`config.mk`:
```
export PLATFORM = sky130hd
export DESIGN_NAME = pong_engine
export DESIGN_NICKNAME = d
export VERILOG_FILES = /design/src/rtl/pong_pkg.sv /design/src/rtl/pong_tick_div.sv /design/src/rtl/pong_engine.sv
export SDC_FILE = /design/constraint.sdc
export NUM_CORES = 1
export LEC_CHECK = 0
export ABC_AREA = 1
export CAP_MARGIN = 0
export CELL_PAD_IN_SITES_DETAIL_PLACEMENT = 0
export CELL_PAD_IN_SITES_GLOBAL_PLACEMENT = 1
export CORE_UTILIZATION = 40
export DETAILED_ROUTE_END_ITERATION = 10
export PLACE_DENSITY_LB_ADDON = 0.1
export SYNTH_ARGS = -nofsm -noshare
export SYNTH_HDL_FRONTEND = slang
export SYNTH_SLANG_ARGS = --single-unit
```
`constraint.sdc`:
```
create_clock -name clk -period 3.9 [get_ports clk]
set_input_delay 0.39 -clock clk [delete_from_list [all_inputs] [get_ports clk]]
set_output_delay 0.39 -clock clk [all_outputs]
set_load 0.02 [all_outputs]
```
`src/rtl/pong_pkg.sv`:
```
// Shared types and constants for the pong game core: FSM states, direction
// encoding and point pulse bit positions.
package pong_pkg;

    typedef enum logic [1:0] {
        ST_SERVE = 2'd0,
        ST_PLAY  = 2'd1,
        ST_POINT = 2'd2,
        ST_OVER  = 2'd3
    } pong_state_e;

    localparam logic DIR_POS = 1'b0;
    localparam logic DIR_NEG = 1'b1;

    localparam int PT_P1 = 0;
    localparam int PT_P2 = 1;

endpackage

```
`src/rtl/pong_tick_div.sv`:
```
// Down-counting tick divider: strobes for one cycle every 'period' clocks,
// reloads from 'period' on terminal count or on 'clear'.
module pong_tick_div #(
    parameter int PERIOD_W = 3
) (
    input  logic                clk,
    input  logic                reset_n,
    input  logic                clear,
    input  logic [PERIOD_W-1:0] period,
    output logic                tick
);

    logic [PERIOD_W-1:0] cnt_q;
    logic [PERIOD_W-1:0] cnt_d;

    assign tick = (cnt_q == '0);

    always_comb begin
        cnt_d = cnt_q - 1'b1;
        if (clear || tick) begin
            cnt_d = period - 1'b1;
        end
    end

    always_ff @(posedge clk) begin
        if (!reset_n) begin
            cnt_q <= period - 1'b1;
        end else begin
            cnt_q <= cnt_d;
        end
    end

endmodule

```
`src/rtl/pong_engine.sv`:
```
// Pong game core: serve/point/game-over FSM, ball and paddle motion, scoring.
// Optional PONG_SPEEDUP_EN: ball period shortens by one clock per paddle hit (floor 2).
//
//   state    | meaning
//   ---------+-------------------------------------------------------
//   ST_SERVE | ball centred and still, waiting for serve
//   ST_PLAY  | ball moves one cell per ball tick, bounces, hit tests
//   ST_POINT | ball frozen for POINT_HOLD ball ticks after a miss
//   ST_OVER  | a player reached WIN_SCORE; ball and paddles frozen
module pong_engine
    import pong_pkg::*;
#(
    parameter int WIDTH       = 80,
    parameter int HEIGHT      = 40,
    parameter int PADDLE_SIZE = 6,
    parameter int BALL_DIV    = 4,
    parameter int PADDLE_DIV  = 2,
    parameter int WIN_SCORE   = 7,
    parameter int POINT_HOLD  = 8
) (
    input  logic                           clk,
    input  logic                           reset_n,
    input  logic                           up1,
    input  logic                           down1,
    input  logic                           up2,
    input  logic                           down2,
    input  logic                           serve,
    output logic [$clog2(WIDTH)-1:0]       ball_x,
    output logic [$clog2(HEIGHT)-1:0]      ball_y,
    output logic [$clog2(HEIGHT)-1:0]      paddle1_y,
    output logic [$clog2(HEIGHT)-1:0]      paddle2_y,
    output logic [$clog2(WIN_SCORE+1)-1:0] score1,
    output logic [$clog2(WIN_SCORE+1)-1:0] score2,
    output logic [1:0]                     point_p,
    output logic                           game_over
);

    localparam int X_W    = $clog2(WIDTH);
    localparam int Y_W    = $clog2(HEIGHT);
    localparam int S_W    = $clog2(WIN_SCORE + 1);
    localparam int BCNT_W = $clog2(BALL_DIV + 1);
    localparam int PCNT_W = $clog2(PADDLE_DIV + 1);
    localparam int HOLD_W = $clog2(POINT_HOLD + 1);

    localparam logic [X_W-1:0]    X_MID     = X_W'(WIDTH / 2);
    localparam logic [X_W-1:0]    X_LAST    = X_W'(WIDTH - 1);
    localparam logic [X_W-1:0]    X_P1      = X_W'(1);
    localparam logic [X_W-1:0]    X_P2      = X_W'(WIDTH - 2);
    localparam logic [Y_W-1:0]    Y_MID     = Y_W'(HEIGHT / 2);
    localparam logic [Y_W-1:0]    Y_LAST    = Y_W'(HEIGHT - 1);
    localparam logic [Y_W-1:0]    PAD_RST   = Y_W'(HEIGHT / 2 - PADDLE_SIZE / 2);
    localparam logic [Y_W-1:0]    PAD_MAX   = Y_W'(HEIGHT - PADDLE_SIZE);
    localparam logic [Y_W:0]      PAD_SPAN  = (Y_W + 1)'(PADDLE_SIZE - 1);
    localparam logic [S_W-1:0]    SC_WIN    = S_W'(WIN_SCORE);
    localparam logic [HOLD_W-1:0] HOLD_LOAD = HOLD_W'(POINT_HOLD - 1);

    pong_state_e       state_q, state_d;
    logic [X_W-1:0]    ball_x_q, ball_x_d;
    logic [Y_W-1:0]    ball_y_q, ball_y_d;
    logic              dir_x_q, dir_x_d;
    logic              dir_y_q, dir_y_d;
    logic              dir_y_nx;
    logic [Y_W-1:0]    paddle1_q, paddle1_d;
    logic [Y_W-1:0]    paddle2_q, paddle2_d;
    logic [S_W-1:0]    score1_q, score1_d;
    logic [S_W-1:0]    score2_q, score2_d;
    logic [S_W-1:0]    score1_inc, score2_inc;
    logic [1:0]        point_p_q, point_p_d;
    logic [HOLD_W-1:0] hold_q, hold_d;

    logic              ball_tick;
    logic              paddle_tick;
    logic              ball_clear;
    logic              enter_serve;
    logic              hit1, hit2;
    logic [BCNT_W-1:0] ball_period;

    function automatic logic [Y_W-1:0] paddle_step(input logic [Y_W-1:0] p,
                                                   input logic up,
                                                   input logic dn);
        paddle_step = p;
        if (up && !dn && p != '0) begin
            paddle_step = p - 1'b1;
        end else if (dn && !up && p < PAD_MAX) begin
            paddle_step = p + 1'b1;
        end
    endfunction

    pong_tick_div #(.PERIOD_W(BCNT_W)) u_ball_div (
        .clk     (clk),
        .reset_n (reset_n),
        .clear   (ball_clear),
        .period  (ball_period),
        .tick    (ball_tick)
    );

    pong_tick_div #(.PERIOD_W(PCNT_W)) u_paddle_div (
        .clk     (clk),
        .reset_n (reset_n),
        .clear   (1'b0),
        .period  (PCNT_W'(PADDLE_DIV)),
        .tick    (paddle_tick)
    );

    // Hit tests use the paddle position before this cycle's paddle move.
    assign hit1 = (ball_y_q >= paddle1_q) &&
                  ({1'b0, ball_y_q} <= ({1'b0, paddle1_q} + PAD_SPAN));
    assign hit2 = (ball_y_q >= paddle2_q) &&
                  ({1'b0, ball_y_q} <= ({1'b0, paddle2_q} + PAD_SPAN));

    assign score1_inc = (score1_q == SC_WIN) ? score1_q : score1_q + 1'b1;
    assign score2_inc = (score2_q == SC_WIN) ? score2_q : score2_q + 1'b1;

`ifdef PONG_SPEEDUP_EN
    logic [BCNT_W-1:0] speed_q, speed_d;
    logic              paddle_hit;

    assign paddle_hit = ball_tick && (state_q == ST_PLAY) &&
                        ((ball_x_q == X_P1 && dir_x_q == DIR_NEG && hit1) ||
                         (ball_x_q == X_P2 && dir_x_q == DIR_POS && hit2));

    always_comb begin
        speed_d = speed_q;
        if (enter_serve) begin
            speed_d = BCNT_W'(BALL_DIV);
        end else if (paddle_hit && speed_q > BCNT_W'(2)) begin
            speed_d = speed_q - 1'b1;
        end
    end

    always_ff @(posedge clk) begin
        if (!reset_n) begin
            speed_q <= BCNT_W'(BALL_DIV);
        end else begin
            speed_q <= speed_d;
        end
    end

    // Feed the next speed so the reload on a hit tick already uses it.
    assign ball_period = speed_d;
`else
    assign ball_period = BCNT_W'(BALL_DIV);
`endif

    always_comb begin
        state_d     = state_q;
        ball_x_d    = ball_x_q;
        ball_y_d    = ball_y_q;
        dir_x_d     = dir_x_q;
        dir_y_d     = dir_y_q;
        dir_y_nx    = dir_y_q;
        paddle1_d   = paddle1_q;
        paddle2_d   = paddle2_q;
        score1_d    = score1_q;
        score2_d    = score2_q;
        point_p_d   = '0;
        hold_d      = hold_q;
        ball_clear  = 1'b0;
        enter_serve = 1'b0;

        if (paddle_tick && state_q != ST_OVER) begin
            paddle1_d = paddle_step(paddle1_q, up1, down1);
            paddle2_d = paddle_step(paddle2_q, up2, down2);
        end

        case (state_q)
            ST_SERVE: begin
                if (serve) begin
                    state_d    = ST_PLAY;
                    ball_clear = 1'b1;
                end
            end
            ST_PLAY: begin
                if (ball_tick) begin
                    if ((ball_y_q == '0 && dir_y_q == DIR_NEG) ||
                        (ball_y_q == Y_LAST && dir_y_q == DIR_POS)) begin
                        dir_y_nx = ~dir_y_q;
                    end
                    dir_y_d  = dir_y_nx;
                    ball_y_d = (dir_y_nx == DIR_POS) ? ball_y_q + 1'b1 : ball_y_q - 1'b1;

                    if (ball_x_q == X_P1 && dir_x_q == DIR_NEG) begin
                        if (hit1) begin
                            dir_x_d  = DIR_POS;
                            ball_x_d = X_P1 + 1'b1;
                        end else begin
                            ball_x_d         = '0;
                            dir_x_d          = DIR_NEG;
                            score2_d         = score2_inc;
                            point_p_d[PT_P2] = 1'b1;
                            hold_d           = HOLD_LOAD;
                            state_d          = (score2_inc == SC_WIN) ? ST_OVER : ST_POINT;
                        end
                    end else if (ball_x_q == X_P2 && dir_x_q == DIR_POS) begin
                        if (hit2) begin
                            dir_x_d  = DIR_NEG;
                            ball_x_d = X_P2 - 1'b1;
                        end else begin
                            ball_x_d         = X_LAST;
                            dir_x_d          = DIR_POS;
                            score1_d         = score1_inc;
                            point_p_d[PT_P1] = 1'b1;
                            hold_d           = HOLD_LOAD;
                            state_d          = (score1_inc == SC_WIN) ? ST_OVER : ST_POINT;
                        end
                    end else begin
                        ball_x_d = (dir_x_q == DIR_POS) ? ball_x_q + 1'b1 : ball_x_q - 1'b1;
                    end
                end
            end
            ST_POINT: begin
                if (ball_tick) begin
                    if (hold_q == '0) begin
                        state_d     = ST_SERVE;
                        enter_serve = 1'b1;
                    end else begin
                        hold_d = hold_q - 1'b1;
                    end
                end
            end
            ST_OVER: begin
                if (serve) begin
                    state_d     = ST_SERVE;
                    enter_serve = 1'b1;
                    score1_d    = '0;
                    score2_d    = '0;
                end
            end
            default: state_d = ST_SERVE;
        endcase

        // dir_x already points at the loser of the last point.
        if (enter_serve) begin
            ball_x_d = X_MID;
            ball_y_d = Y_MID;
            dir_y_d  = DIR_POS;
        end
    end

    always_ff @(posedge clk) begin
        if (!reset_n) begin
            state_q   <= ST_SERVE;
            ball_x_q  <= X_MID;
            ball_y_q  <= Y_MID;
            dir_x_q   <= DIR_POS;
            dir_y_q   <= DIR_POS;
            paddle1_q <= PAD_RST;
            paddle2_q <= PAD_RST;
            score1_q  <= '0;
            score2_q  <= '0;
            point_p_q <= '0;
            hold_q    <= '0;
        end else begin
            state_q   <= state_d;
            ball_x_q  <= ball_x_d;
            ball_y_q  <= ball_y_d;
            dir_x_q   <= dir_x_d;
            dir_y_q   <= dir_y_d;
            paddle1_q <= paddle1_d;
            paddle2_q <= paddle2_d;
            score1_q  <= score1_d;
            score2_q  <= score2_d;
            point_p_q <= point_p_d;
            hold_q    <= hold_d;
        end
    end

    assign ball_x    = ball_x_q;
    assign ball_y    = ball_y_q;
    assign paddle1_y = paddle1_q;
    assign paddle2_y = paddle2_q;
    assign score1    = score1_q;
    assign score2    = score2_q;
    assign point_p   = point_p_q;
    assign game_over = (state_q == ST_OVER);

endmodule

```
==> flow_summary.json <==
{
  "worst_pin_slew_ns": 0.513,
  "slew_viol_final": 0,
  "nNetsFinal": 666,
  "synth_cell_types": 35,
  "die_h_um": 99.4,
  "tritoncts": "built",
  "fp-row-count": 35,
  "cts_sinks": 46,
  "pwr-share-seq_pct": 38.6,
  "grt_max_degree": 26,
  "grt_pass1_vias": 3272,
  "drtAntennaViolNets": 0,
  "slew_headroom_pct": 65.8,
  "maxCapViolCount": 0,
  "seq_area_frac_synth_pct": 24.3,
  "antenna_cells": 0,
  "routed_wl_mm": 8.97,
  "final-setup-viol-count": 0,
  "critical_path_class": "reg2reg",
  "drc": 0,
  "comb_power_share_pct": 36.1,
  "fin_crit_sh_pct": 65.8,
  "finalHoldViolCount": 0,
  "yosysWarnings": 0,
  "clk_latency_ns": 0.30,
  "rsz0062_at_grt": "no",
  "ctsResizeCount": 0,
  "critPathRequiredTime_ns": 4.13,
  "core_region_area_mm2": 0.00920,
  "fmax_mhz": 390,
  "ios": 41,
  "vias": 3528,
  "syn_area_mm2": 0.00379,
  "grt_pass1_wl_mm": 15.4,
  "place_congestion": 0.814,
  "status": "finished clean",
  "post-cts-setup-buffers": 0,
  "synth_seq_cells": 46,
  "synth.avg_cell_area_um2": 6.72,
  "firstDrtPassIters": 5,
  "cts_hold_buf": 0,
  "crit_slowest_cell": "dfxtp_1",
  "synth.top_cells.by_area": "dfxtp_1 24%, ha_1 16%, nand2_1 13%",
  "numCtsBuffers": 5,
  "cts_root_buf": "clkbuf_8",
  "crit_arrival_ns": 2.79,
  "syn_nets": 624,
  "drive_gt1_share_pct": 6.59,
  "first_iter_violations": 97,
  "peakVddDrop_v": 0.000168,
  "start_util_pct": 41.2,
  "critical_path_peak_fanout": 7,
  "portBuffers": 40,
  "antenna_found_initial": 0,
  "clockPowerShare_pct": 25.4,
  "p_sw_share_pct": 37.5,
  "grt_usage_pct": 19.1,
  "period_needed_ns": 2.56,
  "critical_path.endpoint_type": "flip-flop",
  "synth_top_area_share_pct": 24.3,
  "area_delta_synth_final_pct": 16.4,
  "crit_chain": "inv_1 > ha_1 > nand4_1 > nand3_1 > inv_1 > ha_1 > a21oi_1 > o21ai_0 > a31oi_1 > nand3_1 > nand2_1 > nand2_1 > a21oi_1",
  "hpwl_mm": 7.03,
  "viasPerCell": 4.91,
  "p_int_mw": 0.894,
  "pwr_density_cell_mw_per_mm2": 324,
  "tns_ns": 0,
  "synthCells": 564,
  "dieArea_mm2": 0.00987,
  "hold-worst-slack_ns": 0.399,
  "grt_remaining_overflow": 0,
  "synth.largest_area_cell": "dfxtp_1",
  "htreeDepth": 2,
  "cp-start-kind": "flip-flop",
  "path_clk_slew_ns": 0.09,
  "die_x_um": 99.4,
  "leakagePower_nw": 2.13,
  "r2r_slack_ns": 1.34,
  "clockBufferDepth": 2,
  "hold_class": "reg2reg",
  "p_sw_mw": 0.536,
  "clock-skew-final_ns": 0.0127,
  "routedWlPerCell_um": 12.5,
  "slowest_delay_ns": 0.50
}
## sequential cells by signal, summed over array words and instances (netlist names), 3 cells and up
signal / flops
ball_x: 7
score2: 3
u_ball_div.cnt_q: 3
hold_q: 4
paddle1_y: 6
ball_y: 6
score1: 3
paddle2_y: 6
## routing by layer
metal	wire (um)	vias up	GRT usage, %
met5	0	-	0
met4	49	0	3.17
met3	190	4	2.32
met2	4120	43	33.1
met1	4610	1575	25.7
li1	-	1906	-
## power by group through the flow
stage,clock network [mW],logic [mW],registers (mW)
5_1_grt,0.392,0.594,0.559
3_3_place_gp,0,0.518,0.563
6_report,0.363,0.516,0.552
3_5_place_dp,0,0.520,0.563
4_1_cts,0.368,0.523,0.553
2_1_floorplan,0,0.373,0.570
## layout make-up
cell class                 instances  area, um2
fill                             980       4780
clock buffer                       6       72.6
multi-input combinational        427       2520
sequential                        46        921
clock inverter                     2       37.5
timing repair buffer              41        408
inverter                          85        319
tap                              111        139
## critical path: cells and delay by family, from the launching register on
kind | cells | cell delay, ns
DFF | 1 | 0.50
and+or+nand+nor | 5 | 0.46
AOI/OAI and AO/OA | 4 | 0.57
buffers and inverters | 2 | 0.40
adders and majority gates | 2 | 0.54
## metrics by stage
stage               util [%]  power [mW]  setup WS, ns  area [um2]  cells
global placement        46.8        1.08          1.37        4310    710
floorplan                  -       0.944          1.61        3790    564
detailed placement      46.8        1.08          1.33        4310    710
finish                  48.0        1.43          1.34        4420    718
global route            48.0        1.55          1.03        4420    718
CTS                     48.0        1.44          1.31        4420    718
## logic make-up (layout without fill, tap and decap cells)
group	count (synthesis)	count (layout)	synth area share (%)
xor gates and xnor gates	21	21	4.85
adders and majority gates	53	53	18.1
AOI/OAI and AO/OA	91	91	12.9
buffers and inverters	91	134	9.30
and+or+nand+nor	262	262	30.6
DFF	46	46	24.3
## worst paths after layout
check                                  from                        endpoint  cells past startpoint
min          u_ball_div.cnt_q[0]$_SDFF_PP1_  u_ball_div.cnt_q[0]$_SDFF_PP1_                      1
max               paddle1_y[0]$_SDFFE_PN1P_       paddle1_y[5]$_SDFFE_PN0P_                     13
max reg2reg       paddle1_y[0]$_SDFFE_PN1P_       paddle1_y[5]$_SDFFE_PN0P_                     13
min reg2reg  u_ball_div.cnt_q[0]$_SDFF_PP1_  u_ball_div.cnt_q[0]$_SDFF_PP1_                      1
## cells in the mapped netlist
| library cell | n |
|---|---|
| a31oi_1 | 3 |
| nand2_1 | 134 |
| nor2_1 | 54 |
| a211oi_1 | 1 |
| a21o_1 | 2 |
| inv_2 | 8 |
| nor3_1 | 9 |
| nand3_1 | 35 |
| buf_4 | 2 |
| nand4_1 | 5 |
| xnor2_1 | 5 |
| ha_1 | 50 |
| o21ai_1 | 1 |
| inv_1 | 75 |
| o21ai_0 | 27 |
| nand3b_1 | 2 |
| dfxtp_1 | 46 |
| nor3_2 | 1 |
| fa_1 | 3 |
| o22ai_1 | 1 |
| xor2_1 | 16 |
| nand2_4 | 2 |
| nor3_4 | 1 |
| o211ai_1 | 5 |
| clkbuf_1 | 1 |
| buf_2 | 3 |
| a21boi_0 | 1 |
| clkinv_1 | 2 |
| or2_2 | 4 |
| nor2_2 | 4 |
| a211oi_2 | 1 |
| nand3_2 | 1 |
| a21oi_1 | 49 |
| nor2_4 | 3 |
| nand2_2 | 7 |
## cells in the final DEF, fill, tap and decap left out, types with 2 or more instances in the layout
master	netlist	final
o211ai_1	5	5
nor2_2	4	4
clkbuf_8	0	5
clkinv_1	2	2
nand2_2	7	7
nor3_1	9	9
o21ai_0	27	27
xor2_1	16	16
a21oi_1	49	49
a21o_1	2	2
nand2_4	2	2
inv_2	8	8
or2_2	4	4
nand3b_1	2	2
a31oi_1	3	3
inv_1	75	75
nand3_1	35	35
ha_1	50	50
nor2_4	3	3
xnor2_1	5	5
nand4_1	5	5
nand2_1	134	134
dfxtp_1	46	46
nor2_1	54	54
fa_1	3	3
clkdlybuf4s50_1	0	40
No activity file was read; power rests on OpenSTA's default activity.
